File: src/rtl/mem_arb.sv
// Two-port round-robin arbiter in front of a single-port DFF memory (IDLE/ACCESS/RESP).
// Define MEM_ARB_FIXED_PRIO_EN to replace round-robin with fixed priority (A wins ties).
module mem_arb #(
  parameter int unsigned ADDR_W = 3,
  parameter int unsigned DATA_W = 16
) (
  input  logic              clk,
  input  logic              rst_n,
  input  logic              a_req,
  input  logic              a_we,
  input  logic [ADDR_W-1:0] a_addr,
  input  logic [DATA_W-1:0] a_wdata,
  output logic              a_gnt,
  output logic              a_rvalid,
  output logic [DATA_W-1:0] a_rdata,
  input  logic              b_req,
  input  logic              b_we,
  input  logic [ADDR_W-1:0] b_addr,
  input  logic [DATA_W-1:0] b_wdata,
  output logic              b_gnt,
  output logic              b_rvalid,
  output logic [DATA_W-1:0] b_rdata,
  output logic [ADDR_W-1:0] mem_addr,
  output logic              mem_we,
  output logic [DATA_W-1:0] mem_wdata,
  input  logic [DATA_W-1:0] mem_rdata,
  output logic              busy
);

  typedef enum logic [1:0] {StIdle, StAccess, StResp} state_e;

  state_e              state_q;
  logic                win_b_q;   // winner of the access in flight
  logic                last_b_q;  // last granted port, 1 = B
  logic                we_q;
  logic [ADDR_W-1:0]   addr_q;
  logic [DATA_W-1:0]   wdata_q;
  logic                mem_we_q;
  logic                a_gnt_q, b_gnt_q;
  logic                a_rvalid_q, b_rvalid_q;
  logic [DATA_W-1:0]   a_rdata_q, b_rdata_q;

  logic                pick_b;
  logic                sel_we;
  logic [ADDR_W-1:0]   sel_addr;
  logic [DATA_W-1:0]   sel_wdata;

  always_comb begin
`ifdef MEM_ARB_FIXED_PRIO_EN
    pick_b = b_req && !a_req;
`else
    pick_b = b_req && (!a_req || !last_b_q);
`endif
    sel_we    = pick_b ? b_we    : a_we;
    sel_addr  = pick_b ? b_addr  : a_addr;
    sel_wdata = pick_b ? b_wdata : a_wdata;
  end

  always_ff @(posedge clk or negedge rst_n) begin
    if (!rst_n) begin
      state_q    <= StIdle;
      win_b_q    <= 1'b0;
      last_b_q   <= 1'b1;
      we_q       <= 1'b0;
      addr_q     <= '0;
      wdata_q    <= '0;
      mem_we_q   <= 1'b0;
      a_gnt_q    <= 1'b0;
      b_gnt_q    <= 1'b0;
      a_rvalid_q <= 1'b0;
      b_rvalid_q <= 1'b0;
      a_rdata_q  <= '0;
      b_rdata_q  <= '0;
    end else begin
      mem_we_q   <= 1'b0;
      a_gnt_q    <= 1'b0;
      b_gnt_q    <= 1'b0;
      a_rvalid_q <= 1'b0;
      b_rvalid_q <= 1'b0;

      // Memory data for the read issued in ACCESS is valid during RESP.
      if (state_q == StResp && !we_q) begin
        if (win_b_q) begin
          b_rdata_q  <= mem_rdata;
          b_rvalid_q <= 1'b1;
        end else begin
          a_rdata_q  <= mem_rdata;
          a_rvalid_q <= 1'b1;
        end
      end

      if (state_q == StAccess) begin
        state_q <= StResp;
      end else if (a_req || b_req) begin
        state_q  <= StAccess;
        win_b_q  <= pick_b;
        last_b_q <= pick_b;
        we_q     <= sel_we;
        addr_q   <= sel_addr;
        wdata_q  <= sel_wdata;
        mem_we_q <= sel_we;
        a_gnt_q  <= !pick_b;
        b_gnt_q  <= pick_b;
      end else begin
        state_q <= StIdle;
      end
    end
  end

  assign mem_addr  = addr_q;
  assign mem_wdata = wdata_q;
  assign mem_we    = mem_we_q;
  assign a_gnt     = a_gnt_q;
  assign b_gnt     = b_gnt_q;
  assign a_rvalid  = a_rvalid_q;
  assign b_rvalid  = b_rvalid_q;
  assign a_rdata   = a_rdata_q;
  assign b_rdata   = b_rdata_q;
  assign busy      = (state_q != StIdle);

endmodule

File: config.mk
export PLATFORM = sky130hd
export DESIGN_NAME = mem_arb
export DESIGN_NICKNAME = d
export VERILOG_FILES = /design/src/rtl/mem_arb.sv
export SDC_FILE = /design/constraint.sdc
export NUM_CORES = 1
export LEC_CHECK = 0
export BUFFER_PORTS_ARGS = -buffer_cell sky130_fd_sc_hd__buf_4
export CAP_MARGIN = 20
export CORE_ASPECT_RATIO = 0.9
export CORE_MARGIN = 1
export CORE_UTILIZATION = 25
export CTS_BUF_LIST = sky130_fd_sc_hd__clkbuf_4 sky130_fd_sc_hd__clkbuf_8
export CTS_CLUSTER_SIZE = 14
export DETAILED_ROUTE_END_ITERATION = 10
export GPL_TIMING_DRIVEN = 0
export SYNTH_ARGS = -nofsm -noshare
export SYNTH_HDL_FRONTEND = slang
export SYNTH_SLANG_ARGS = --single-unit
export TNS_END_PERCENT = 50
File: constraint.sdc
create_clock -name clk -period 2.6 [get_ports clk]
set_input_delay 0.13 -clock clk [delete_from_list [all_inputs] [get_ports clk]]
set_output_delay 0.13 -clock clk [all_outputs]
set_load 0.01 [all_outputs]
; Yosys cells after proc, flatten, opt, wreduce, memory -nomap -nowiden
; Index checks and enable logic that the tools add are counted.
; W data, S select, Z words.
[word_totals]
regBits = 61
inputBits = 60
out_inout_bits = 57
elab_cells = 44
[op_classes]
eq_ne = 2
muxes = 15
bitwise = 2
reduce_logical = 12
[ops]
columns = operator, n
row1 = $mux W16, 1
row2 = $mux W1, 12
row3 = $reduce_and A2 Y1, 3
row4 = $logic_not A1 Y1, 4
row5 = $mux W3, 1
row6 = $eq A2 B1 Y1 const B, 1
row7 = $eq A2 B2 Y1 const B, 1
row8 = $logic_and A1 B1 Y1, 2
row9 = $logic_or A1 B1 Y1, 2
row10 = $mux W2, 1
row11 = $not A1 Y1, 2
row12 = $reduce_bool A2 Y1, 1

; Depth between registers and ports, before layout
[depth]
depth_word = 6
depth_mapped = 4
ltp_nobuf = 3

; Worst setup path after synthesis
; OpenSTA, ideal clock, no wires.
[synth_timing]
kind = flip-flop to flip-flop
startpoint = register state_q[0]
endpoint = register a_rdata_q[0] (netlist: a_rdata[0])
setup_time_ns = 0.125
t_arrival_ns = 1.410
t_required_ns = 2.475
slack_ns = 1.065
path_stages_with_launch = 4
path_buffers = 1
synth_period_minus_slack_ns = 1.535
path_cell_list = dfrtp_1 > nor4b_4 > buf_6 > mux2_2
[synth_via]
elab_chain_len = 3
[synth_rtl]
columns = item, line
row1 = "start, declared", 32  ; state_e state_q;
row2 = "start signal, assigned", 61  ; state_q <= StIdle;
row3 = "start signal, assigned", 93  ; state_q <= StResp;
row4 = "start signal, assigned", 95  ; state_q <= StAccess;
row5 = $eq A2 B2 Y1, 82  ; if (state_q == StResp && !we_q) begin
row6 = $logic_and A1 B1 Y1, 82
row7 = $reduce_and A2 Y1 (no line), n/a
row8 = "end signal, assigned", 87  ; a_rdata_q <= mem_rdata;
row9 = "end, declared", 41  ; logic [DATA_W-1:0] a_rdata_q, b_rdata_q;
; Every way passes these cells.
; A chain may end at the register's enable or synchronous reset.

; Final worst setup path
; Same ends and word-level chain as after synthesis.

==> summary.md <==
| Metric | Value |
|---|---|
| Status | `complete, no violations` |
| Vias in the first global route | `1,864` |
| Crit path capture type | `flip-flop` |
| Final Hold Violating Endpoints | `0` |
| I/O Pins | `117` |
| Flops & latches, synth | `61` |
| Sink Count | `61` |
| First-pass GRT wire length | `9400 um` |
| Final period util | `70.4%` |
| Chip height | `94.6 um` |
| DIE WIDTH | `105 um` |
| VDD IR-drop max | `0.407 mV` |
| Mapped Area | `2380 um^2` |
| Placer Congestion | `0.711` |
| Area Overhead vs Synth | `56.6%` |
| Clock period minus worst slack | `1.83 ns` |
| Routed Wire Length | `5800 um` |
| Longest Clk Path Bufs | `2` |
| DIE AREA | `9920 um^2` |
| Setup Viol. Count Final | `0` |
| Dpl hpwl | `4060 um` |
| Clock Latency Late Sink | `0.33 ns` |
| Avg WL per Cell | `13.7 um` |
| Port Buffer Count | `116` |
| Commonest non-fill, non-tap cell in the layout | `buf_4` |
| Post-Synth XOR/XNOR Area | `0%` |
| Adder-cell area share of the yosys netlist | `0%` |
| Synth area leaders | `dfrtp_1 (63%), mux2_2 (15%), a221o_1 (8.4%)` |
| CTS tree | `done` |
| Vias per cell | `4.36` |
| Share of cells above drive strength 1 | `58.1%` |
| Starting Density | `26.0%` |
| Antenna cell count | `0` |
| Net count reported at finish | `356` |
| Dpl cell area | `3410 um^2` |
| Min-Delay Path Class | `in -> reg` |
| Syn Nets | `218` |
| Placed cell count | `396` |
| Synth top area share | `63.0%` |
| Met2 wire length | `2720 um` |
| Simple-gate portion of the synthesized area | `8.09%` |
| MaxCap Viol Count | `0` |
| Worst EP required | `2.81 ns` |
| Highest Signal Layer | `met4` |
| Syn. warnings | `0` |
| Register area share after synthesis | `64.1%` |
| Cells after Synth | `158` |
| Detailed Route Iter0 Violations | `35` |
| Initial antenna violation count | `0` |
| Num CTS Buffers | `9` |
| Synth cell types | `18` |
| Reg2Reg Depth | `3` |
| Max Fclk | `0.546 GHz` |
| DRC | `0` |
| Met3 WL | `445 um` |
| Largest net degree at the start of global routing | `62` |
| Crit path kind | `reg -> reg` |
| CTS H-tree lvls | `3` |
| Hold Crit Depth | `2` |
| Setup tns final | `0 ns` |
| Largest family of logic cells by synthesized area | `multiplexers` |
| RSZ-0062 raised after global routing | `false` |
| Routed vias | `1,845` |
| Worst Clk Skew | `0.0128 ns` |
| Area leader, netlist | `dfrtp_1` |
| WP data arrival | `2.04 ns` |
| Synth Area in Compound Gates | `9.87%` |
| CTS clk-pin slew, worst paths | `0.07 ns` |
| Ratio of total power to cell area | `1160 nW/um^2` |
| Max-slew headroom | `49.0%` |
| Final Max Tran Viols | `0` |
| Post-synthesis mux area share | `15.1%` |
| Standby leakage power | `1.87 nW` |
| Post-route insts no fill | `423` |
| Syn avg cell area | `15.1 um^2` |
| Final Cell Area | `3730 um^2` |
| Post-route ant nets | `0` |
| DRT Pass-1 Iters | `4` |
| Post-route core utilization | `40.7%` |
| Worst Tran Pin Value | `0.765 ns` |
| Core area | `9170 um^2` |
| Most frequent cells in the layout | `buf_4 (117), dfrtp_1 (60), mux2_2 (32)` |
| GRT Overall Usage | `12.4%` |
| CP Launch Type | `flip-flop` |
| Met1 Wirelength | `2590 um` |
| Post-CTS Setup Inserts | `0` |
| Largest fanout on the critical path | `10` |
| Row count | `33` |
| Remaining Overflow, GRT | `0` |
| Root buf cell | `clkbuf_8` |
[final cells by class]
type / instances / area [um^2]
multi-input combinational: 84 / 788
fill: 893 / 5440
timing repair buffer: 127 / 981
buffer: 11 / 58.8
tap: 122 / 153
sequential: 61 / 1530
clock inverter: 5 / 75.1
inverter: 2 / 7.51
clock buffer: 11 / 139
[logic make-up (layout without fill, tap and decap cells)]
group,count (synthesis),after routing
DFF,61,61
and+or+nand+nor,27,27
muxes,32,32
AOI/OAI and AO/OA,25,25
buffers and inverters,13,156
[per-stage QoR]
stage          setup WS (ns)  total power [W]  hold WS, ns
6_report               0.769          0.00432       0.0257
5_1_grt                0.682          0.00463     0.000971
4_1_cts                0.726          0.00440     0.000308
3_5_place_dp           0.743          0.00345        0.261
3_3_place_gp           0.766          0.00343        0.258
2_1_floorplan           1.07          0.00252       -0.166
[repair_timing]
item | in CTS | in global routing
hold endpoints to repair | 67 | 3
hold buffers | 8 | 3
resized for setup | 0 | 0
setup endpoints to repair | 0 | 0
[final timing paths]
kind | start | to | slack [ns]
min in group asynchronous | rst_n | a_rdata[10]$_DFFE_PN0P_ | 0.43
max | state_q[0]$_DFF_PN0_ | a_rdata[0]$_DFFE_PN0P_ | 0.77
min | a_wdata[11] | mem_wdata[11]$_DFFE_PN0P_ | 0.03
min reg2reg | a_rdata[4]$_DFFE_PN0P_ | a_rdata[4]$_DFFE_PN0P_ | 0.51
max reg2reg | state_q[0]$_DFF_PN0_ | a_rdata[0]$_DFFE_PN0P_ | 0.77
max in group asynchronous | rst_n | we_q$_DFFE_PN0P_ | 1.67
[power breakdown]
group	switching, W	total, W	internal [W]
sequential	0.000262	0.00168	0.00141
combinational	0.000710	0.00174	0.00103
clock	0.000350	0.000906	0.000556
[synth_stat cells]
cell type and n:
mux2_2 32, clkbuf_1 4, dfrtp_1 60, o21ai_1 1, buf_6 1, and3_1 21
or2_2 1, and2_1 1, buf_2 5, a221o_1 20, inv_1 2, nand2b_1 2
a21boi_0 1, dfstp_2 1, and4bb_2 1, a21o_1 3, nor4b_4 1, buf_4 1
[layer usage]
layer / up-vias / GRT usage (%)
met5: - / 0
met4: 0 / 3.87
met3: 7 / 5.80
met2: 82 / 19.2
met1: 882 / 15.5
li1: 874 / -
[state kept, by name, summed over array words and instances, names as in the netlist]
register,count
last_b_q,1
a_gnt,1
a_rvalid,1
b_gnt,1
win_b_q,1
b_rdata,16
b_rvalid,1
we_q,1
state_q,2
mem_wdata,16
a_rdata,16
mem_we,1
mem_addr,3
[critical path, stage by stage, from the launching register on]
cell,delay [ns]
dfrtp_1,0.42
nor4b_4,0.67
buf_6,0.25
mux2_2,0.34
(Power assumes the default switching activity.)
